==> src/rtl/output_matrix.sv <==
// output_matrix: projects four homogeneous points (columns of a 4x4 matrix)
// to X/W, Y/W, Z/W using a single sequential restoring divider.
// Each of the 12 divisions takes LOAD + 31 DIV + STORE = 33 cycles, so the
// latency is always 396 cycles, whatever the data.
module output_matrix #(
  parameter int FRAC = 10
) (
  input  logic         clk,
  input  logic         rst,
  input  logic [335:0] outMtrx,
  input  logic         in_valid,
  output logic         in_ready,
  output logic [20:0]  po1X,
  output logic [20:0]  po1Y,
  output logic [20:0]  po1Z,
  output logic [20:0]  po2X,
  output logic [20:0]  po2Y,
  output logic [20:0]  po2Z,
  output logic [20:0]  po3X,
  output logic [20:0]  po3Y,
  output logic [20:0]  po3Z,
  output logic [20:0]  po4X,
  output logic [20:0]  po4Y,
  output logic [20:0]  po4Z,
  output logic [3:0]   div0,
  output logic         out_valid,
  input  logic         out_ready
);

  localparam int W  = 21;          // coordinate width
  localparam int DW = W + FRAC;    // dividend width = number of DIV cycles
  localparam int CW = $clog2(DW);

  localparam logic [W-1:0]  POS_SAT = 21'h0FFFFF;
  localparam logic [W-1:0]  NEG_SAT = 21'h100000;
  localparam logic [DW-1:0] POS_LIM = DW'(21'h0FFFFF);
  localparam logic [DW-1:0] NEG_LIM = DW'(21'h100000);

  typedef enum logic [2:0] {IDLE, LOAD, DIV, STORE, DONE} state_t;

  state_t         state_q, state_d;
  logic [335:0]   mtrx_q;
  logic [1:0]     pt_q;             // point index 0..3
  logic [1:0]     cp_q;             // component index 0..2 (X,Y,Z)
  logic [CW-1:0]  cnt_q;            // DIV iteration counter
  logic [DW-1:0]  dvd_q;            // dividend, shifted out MSB first
  logic [DW-1:0]  quo_q;            // quotient, shifted in LSB
  logic [W-1:0]   rem_q;            // partial remainder (always < divisor)
  logic [W-1:0]   dsr_q;            // |W|
  logic           neg_q;            // result sign
  logic [W-1:0]   po_q [12];
  logic [3:0]     div0_q;

  // Unpacked view of the stored matrix: fld[point][X,Y,Z,W].
  logic [W-1:0]   fld [4][4];
  for (genvar p = 0; p < 4; p++) begin : g_pt
    for (genvar c = 0; c < 4; c++) begin : g_cp
      assign fld[p][c] = mtrx_q[335 - 84*p - 21*c -: 21];
    end
  end

  logic [W-1:0]   num, wcur, abs_num, abs_w, diff, res;
  logic [W:0]     rem_sh;
  logic           ge, w_zero, last;
  logic [3:0]     idx;

  // Operand selection, one divider step and the signed/saturated result.
  always_comb begin
    // NOTE: every always_comb output gets a default first so no path can infer a latch.
    num     = fld[pt_q][cp_q];
    wcur    = fld[pt_q][3];
    abs_num = num[W-1]  ? (~num  + W'(1)) : num;
    abs_w   = wcur[W-1] ? (~wcur + W'(1)) : wcur;
    w_zero  = (wcur == '0);
    rem_sh  = {rem_q, dvd_q[DW-1]};
    ge      = (rem_sh >= {1'b0, dsr_q});
    diff    = rem_sh[W-1:0] - dsr_q;
    last    = (pt_q == 2'd3) && (cp_q == 2'd2);
    idx     = {2'b00, pt_q} * 4'd3 + {2'b00, cp_q};
    res     = '0;
    if (w_zero) begin
      if (num == '0)     res = '0;
      else if (num[W-1]) res = NEG_SAT;
      else               res = POS_SAT;
    end else if (!neg_q) begin
      res = (quo_q > POS_LIM) ? POS_SAT : quo_q[W-1:0];
    end else begin
      res = (quo_q > NEG_LIM) ? NEG_SAT : (~quo_q[W-1:0] + W'(1));
    end
  end

  // State register.
  always_ff @(posedge clk or posedge rst) begin
    // NOTE: sequential state is updated with non-blocking assignments only.
    if (rst) state_q <= IDLE;
    else     state_q <= state_d;
  end

  // Next-state logic and handshake outputs.
  always_comb begin
    state_d   = state_q;
    in_ready  = (state_q == IDLE);
    out_valid = (state_q == DONE);
    case (state_q)
      IDLE:    if (in_valid) state_d = LOAD;
      LOAD:    state_d = DIV;
      DIV:     if (cnt_q == CW'(DW - 1)) state_d = STORE;
      STORE:   state_d = last ? DONE : LOAD;
      DONE:    if (out_ready) state_d = IDLE;
      default: state_d = IDLE;
    endcase
  end

  // Datapath: matrix capture, divider iterations and result registers.
  always_ff @(posedge clk or posedge rst) begin
    if (rst) begin
      mtrx_q <= '0;
      pt_q   <= '0;
      cp_q   <= '0;
      cnt_q  <= '0;
      dvd_q  <= '0;
      quo_q  <= '0;
      rem_q  <= '0;
      dsr_q  <= '0;
      neg_q  <= 1'b0;
      div0_q <= '0;
      // NOTE: the result array is reset because consumers must read 0 during and after reset.
      for (int k = 0; k < 12; k++) po_q[k] <= '0;
    end else begin
      case (state_q)
        IDLE: begin
          if (in_valid) begin
            mtrx_q <= outMtrx;
            div0_q <= '0;
            pt_q   <= '0;
            cp_q   <= '0;
          end
        end
        LOAD: begin
          dvd_q <= {abs_num, {FRAC{1'b0}}};
          dsr_q <= abs_w;
          neg_q <= num[W-1] ^ wcur[W-1];
          rem_q <= '0;
          quo_q <= '0;
          cnt_q <= '0;
          if (w_zero) div0_q[pt_q] <= 1'b1;
        end
        DIV: begin
          cnt_q <= cnt_q + CW'(1);
          if (!w_zero) begin
            dvd_q <= {dvd_q[DW-2:0], 1'b0};
            rem_q <= ge ? diff : rem_sh[W-1:0];
            quo_q <= {quo_q[DW-2:0], ge};
          end
        end
        STORE: begin
          po_q[idx] <= res;
          if (cp_q == 2'd2) begin
            cp_q <= '0;
            pt_q <= pt_q + 2'd1;
          end else begin
            cp_q <= cp_q + 2'd1;
          end
        end
        default: ;
      endcase
    end
  end

  assign po1X = po_q[0];
  assign po1Y = po_q[1];
  assign po1Z = po_q[2];
  assign po2X = po_q[3];
  assign po2Y = po_q[4];
  assign po2Z = po_q[5];
  assign po3X = po_q[6];
  assign po3Y = po_q[7];
  assign po3Z = po_q[8];
  assign po4X = po_q[9];
  assign po4Y = po_q[10];
  assign po4Z = po_q[11];
  assign div0 = div0_q;

endmodule
==> config.mk <==
export PLATFORM = sky130hd
export DESIGN_NAME = output_matrix
export DESIGN_NICKNAME = d
export VERILOG_FILES = /design/src/rtl/output_matrix.sv
export SDC_FILE = /design/constraint.sdc
export NUM_CORES = 2
export LEC_CHECK = 0
export CAP_MARGIN = 20
export CORE_MARGIN = 5
export CORE_UTILIZATION = 40
export CTS_CLUSTER_DIAMETER = 40
export DETAILED_ROUTE_END_ITERATION = 10
export PLACE_DENSITY = 0.62
export SETUP_SLACK_MARGIN = 0.1
export SLEW_MARGIN = 10
export SYNTH_ARGS = -nofsm -noshare
export SYNTH_HDL_FRONTEND = slang
export SYNTH_SLANG_ARGS = --single-unit
==> constraint.sdc <==
create_clock -name clk -period 55.3 [get_ports clk]
set_input_delay 8.295 -clock clk [delete_from_list [all_inputs] [get_ports clk]]
set_output_delay 8.295 -clock clk [all_outputs]
set_load 0.01 [all_outputs]
; After elaboration in Yosys (flattened, before gate mapping)
; Cells that the tools add are included.
[totals]
ff_bits = 709
input_bits = 340
output_inout_bits = 258
word_cells = 117
[op_classes]
add_sub_neg = 8
mul = 1
magnitude_cmp = 9
n_eq_ne = 13
mux = 40
bitwise = 8
reduce_logical = 15
[ops]
columns = operator, n
row1 = $mux W21, 13
row2 = $bwmux W252, 1
row3 = $bmux W84 S2, 1
row4 = $mux W84, 2
row5 = $pmux W31 S2, 2
row6 = $demux W21 S4, 1
row7 = $add A21 B1 Y21 const B, 3
row8 = $not A21 Y21, 3
row9 = $mux W31, 2
row10 = $bmux W21 S2, 1
row11 = $logic_not A21 Y1, 2
row12 = $pmux W21 S2, 1
row13 = $gt A31 B20 Y1 const B, 1
row14 = $gt A31 B21 Y1 const B, 1
row15 = $ge A22 B21 Y1, 1
row16 = $sub A21 B21 Y21, 1
row17 = $pmux W3 S5, 1
row18 = $mux W3, 4
row19 = $ne A2 B2 Y1 const B, 5
row20 = $pmux W5 S2, 1
row21 = $reduce_and A3 Y1, 3
row22 = $mux W4, 2
row23 = $pmux W2 S2, 2
row24 = $pmux W4 S2, 1
row25 = other kinds (26), 39

; Depth between registers and ports, before layout
[logic_depth]
word_depth = 11
ltp_mapped = 19

; Worst setup path after synthesis
; OpenSTA, ideal clock, no wires.
[synth_path]
kind = input port to flip-flop
startpoint = input port in_valid
endpoint = register mtrx_q[10] (netlist: fld[10])
t_arrival_ns = 9.311
required_time_ns = 55.235
setup_slack_ns = 45.923
stages = 6
n_path_buf = 3
cell_sequence = and2_1 clkbuf_1 clkbuf_1 clkbuf_1 nand2_1 nand2_1
[synth_via]
elab_chain_cells = 1
[synth_rtl]
columns = item, line
row1 = from (decl), 11  ; input logic in_valid,
row2 = $reduce_and A2 Y1 (no source line), -
row3 = to (signal assigned), 133  ; mtrx_q <= outMtrx;
row4 = to (decl), 42  ; logic [335:0] mtrx_q;
; Every way passes these cells.
; A chain may end at the register's enable or synchronous reset.

==> flow_summary_export.csv <==
group,metric,value,unit
floorplan,start_util,40.2,%
clocking,clk_transition_reported_paths,50,ps
placed_design,pre_cts_slack,43030,ps
placed_design,dp_hpwl,72.8,mm
routing,via_per_inst,5.12,
synth,ys_types,76,
routing,wl_per_cell,20.5,um
critical_path,critPathArrivalTime,11770,ps
placed_design,dp.cells,4806,
synth,synth_warnings,0,
synth,syn_nets,3721,
synth,synth-main-ff-cell,"dfrtp_1",
routing,drt_iter0_drc,2105,
critical_path,reg2reg_from,"pt_q[0]",
clocking,cts-resized-gates,0,
timing,fin_skew,33.1,ps
global_routing,met2_usage,39.0,%
timing,hold_viol_final,0,
clocking,cts_buffers,104,
power_and_ir_drop,leakage,19.3,nW
synth,synth_edf_count,0,
global_routing,grt_first_pass_wirelength,156,mm
layout,final_nets,4241,
floorplan,die_h,292,um
timing,rsz0062_at_grt,"no",
critical_path,crit_required,55950,ps
timing,slew_headroom,31.6,%
synth,ys_seq_elements,699,
job,cap_viol_max_count,0,
global_routing,grtUsageTotal,23.5,%
global_routing,met1_usage,31.6,%
global_routing,grt_max_degree,191,
routing,dr.pass1.iters,5,
worst_hold_path,hold_path.class,"flop to flop",
power_and_ir_drop,p_per_area,59.0,nW/um^2
timing,finalSetupTns,0,ps
global_routing,use_met3,4.82,%
timing,tightest_slew,1030,ps
clocking,clockRootBuffer,"clkbuf_16",
synth,syn_area,31700,sq um
floorplan,rows,103,
timing,finalSetupViolCount,0,
routing,num_vias,25600,
global_routing,overflow,0,
layout,synthToLayoutAreaGrowth,32.3,%
critical_path,timing.rr.end,"po4Z[9]",
timing,whs,467,ps
critical_path,cp-startpoint,"rst",
timing,fmax,0.0899,GHz
critical_path,cp-start-kind,"input port",
critical_path,setup.worst_path.class,"input port to asynchronous set/reset pin",
placed_design,io_buffers,597,
floorplan,die_area,85000,sq um
critical_path,cp-endpoint,"fld[108]",
clocking,cts.htree.levels,3,
timing,drv_slew,0,
timing,worst_slack,44180,ps
critical_path,reg2reg_slack,49080,ps
critical_path,critPathCaptureType,"asynchronous set/reset pin",
synth,synthCells,3345,
critical_path,cpPeakStageDelay,810,ps
critical_path,critPathMaxFanout,161,
clocking,cts_tree,"built",
clocking,postCtsSetupBuffers,0,
clocking,clock-sinks,699,
layout,final_cells,5007,
global_routing,antenna_found_initial,7,
floorplan,ios,598,
placed_design,gp_congestion,0.857,
timing,post-route-period-util,20.1,%
floorplan,coreArea,78900,sq um
power_and_ir_drop,peakVddDrop,0.0000370,V
synth,async_flop_share,100,%
critical_path,cp_slowest_cell,"buf_4",
timing,period_minus_slack,11120,ps
routing,drcViolationCount,0,
floorplan,die_width,292,um
critical_path,r2r_cells,11,
clocking,hold_buffers,0,
clocking,clk_latency,670,ps
power_and_ir_drop,total_power,0.00248,W
clocking,cts_buffer_depth,3,
routing,wl,103,mm
synth,yosysSeqAreaShare,55.1,%
run_status,status,"completed",
synth,synth.avg_cell_area,9.48,sq um
global_routing,busiest_layer,"met2",
global_routing,grt_pass1_vias,25200,
critical_path,crit_chain,"clkdlybuf4s50_1 > inv_8 > buf_4 > buf_4 > buf_12",
worst_hold_path,hold_depth,2,
routing,ant_nets,0,
layout,drive_above_1_share,9.24,%
critical_path,cp_common_cell,"buf_4",
-- cells in the mapped netlist (22+ instances only) --
| library cell | number | area [sq um] |
|---|---|---|
| a21oi_1 | 52 | 260 |
| buf_2 | 22 | 110 |
| clkbuf_1 | 155 | 582 |
| dfrtp_1 | 699 | 17500 |
| ha_1 | 33 | 413 |
| inv_1 | 52 | 195 |
| mux2i_1 | 26 | 260 |
| mux4_2 | 83 | 1870 |
| nand2_1 | 1395 | 5240 |
| nand3_1 | 62 | 310 |
| nor2_1 | 70 | 263 |
| nor3_1 | 28 | 140 |
| o21ai_0 | 241 | 1210 |
| o21ai_1 | 92 | 460 |
| xnor2_1 | 31 | 272 |
| xor2_1 | 23 | 201 |
-- placed cells by master (no fill, tap or decap), drive strengths merged, types with 10 or more instances in the layout --
cell type,count
xor2,23
bufinv,10
clkdlybuf4s50,597
nand4,10
dfrtp,699
mux4,92
nand2b,13
inv,71
clkinv,24
xnor2,31
nor3,30
nor2,72
a21oi,52
clkinvlp,18
a31oi,12
o21ai,343
mux2i,26
buf,38
a21o,10
ha,33
nand3,66
a22oi,17
clkbuf,123
nand2,1395
nor4,14
nor2b,12
-- worst max-delay path: cells and delay by family --
kind / cells / cell delay (ps)
buffers and inverters: 5 / 3150
-- final cells by class --
| cell class | count | area (sq um) |
|---|---|---|
| inverters | 53 | 206 |
| diodes | 5 | 12.5 |
| repair buffers | 635 | 6330 |
| fillers | 7227 | 36900 |
| multi-input cells | 2372 | 13000 |
| flip-flops and latches | 699 | 17500 |
| clock inverters | 70 | 856 |
| well taps | 1050 | 1310 |
| clock buffers | 123 | 2760 |
-- report_power, final --
group / total [W] / switching (W) / internal, W / leakage [nW]
combinational: 0.00101 / 0.000608 / 0.000399 / 8.48
sequential: 0.000798 / 0.000112 / 0.000686 / 9.09
clock: 0.000672 / 0.000260 / 0.000412 / 1.71
-- sequential cells by signal, indices dropped and copies added, names as in the netlist --
| name | flops |
|---|---|
| state_q | 3 |
| cp_q | 2 |
| rem_q | 21 |
| po1X | 21 |
| po2Y | 21 |
| po3Y | 21 |
| po2X | 21 |
| po3Z | 21 |
| dvd_q | 21 |
| po3X | 21 |
| div0 | 4 |
| po1Y | 21 |
| po2Z | 21 |
| fld | 336 |
| po4X | 21 |
| neg_q | 1 |
| po1Z | 21 |
| po4Z | 21 |
| quo_q | 31 |
| dsr_q | 21 |
| pt_q | 2 |
| po4Y | 21 |
| cnt_q | 5 |
-- per-layer routing --
layer	wire, um	up-vias
met5	33	-
met4	2990	6
met3	6830	172
met2	49600	847
met1	43300	12400
li1	-	12200
-- worst min-delay path by stage --
| stage | from | end |
|---|---|---|
| after floorplan | fld[171] | fld[171] |
| after global routing | fld[269] | fld[269] |
| final | fld[162] | fld[162] |
| after CTS | fld[171] | fld[171] |
| after detailed placement | fld[171] | fld[171] |
| after global placement | fld[320] | fld[320] |
-- per-stage QoR --
stage          instance area [sq um]  utilization, %
4_1_cts                        41900            53.1
3_5_place_dp                   38300            48.5
2_1_floorplan                  31700               -
6_report                       42000            53.2
3_3_place_gp                   38300            48.5
5_1_grt                        42000            53.2
-- kinds of logic (layout without fill, tap and decap cells) --
family                     count (synthesis)  after routing  synth area share, %
and+or+nand+nor                         1647           1647                 20.8
DFF                                      699            699                 55.1
AOI/OAI and AO/OA                        512            512                 9.36
buffers and inverters                    274            881                 4.05
muxes                                    123            123                 7.63
xor gates and xnor gates                  54             54                 1.49
adders and majority gates                 36             36                 1.49
other                                      0              5                    0
(Power assumes the default switching activity.)
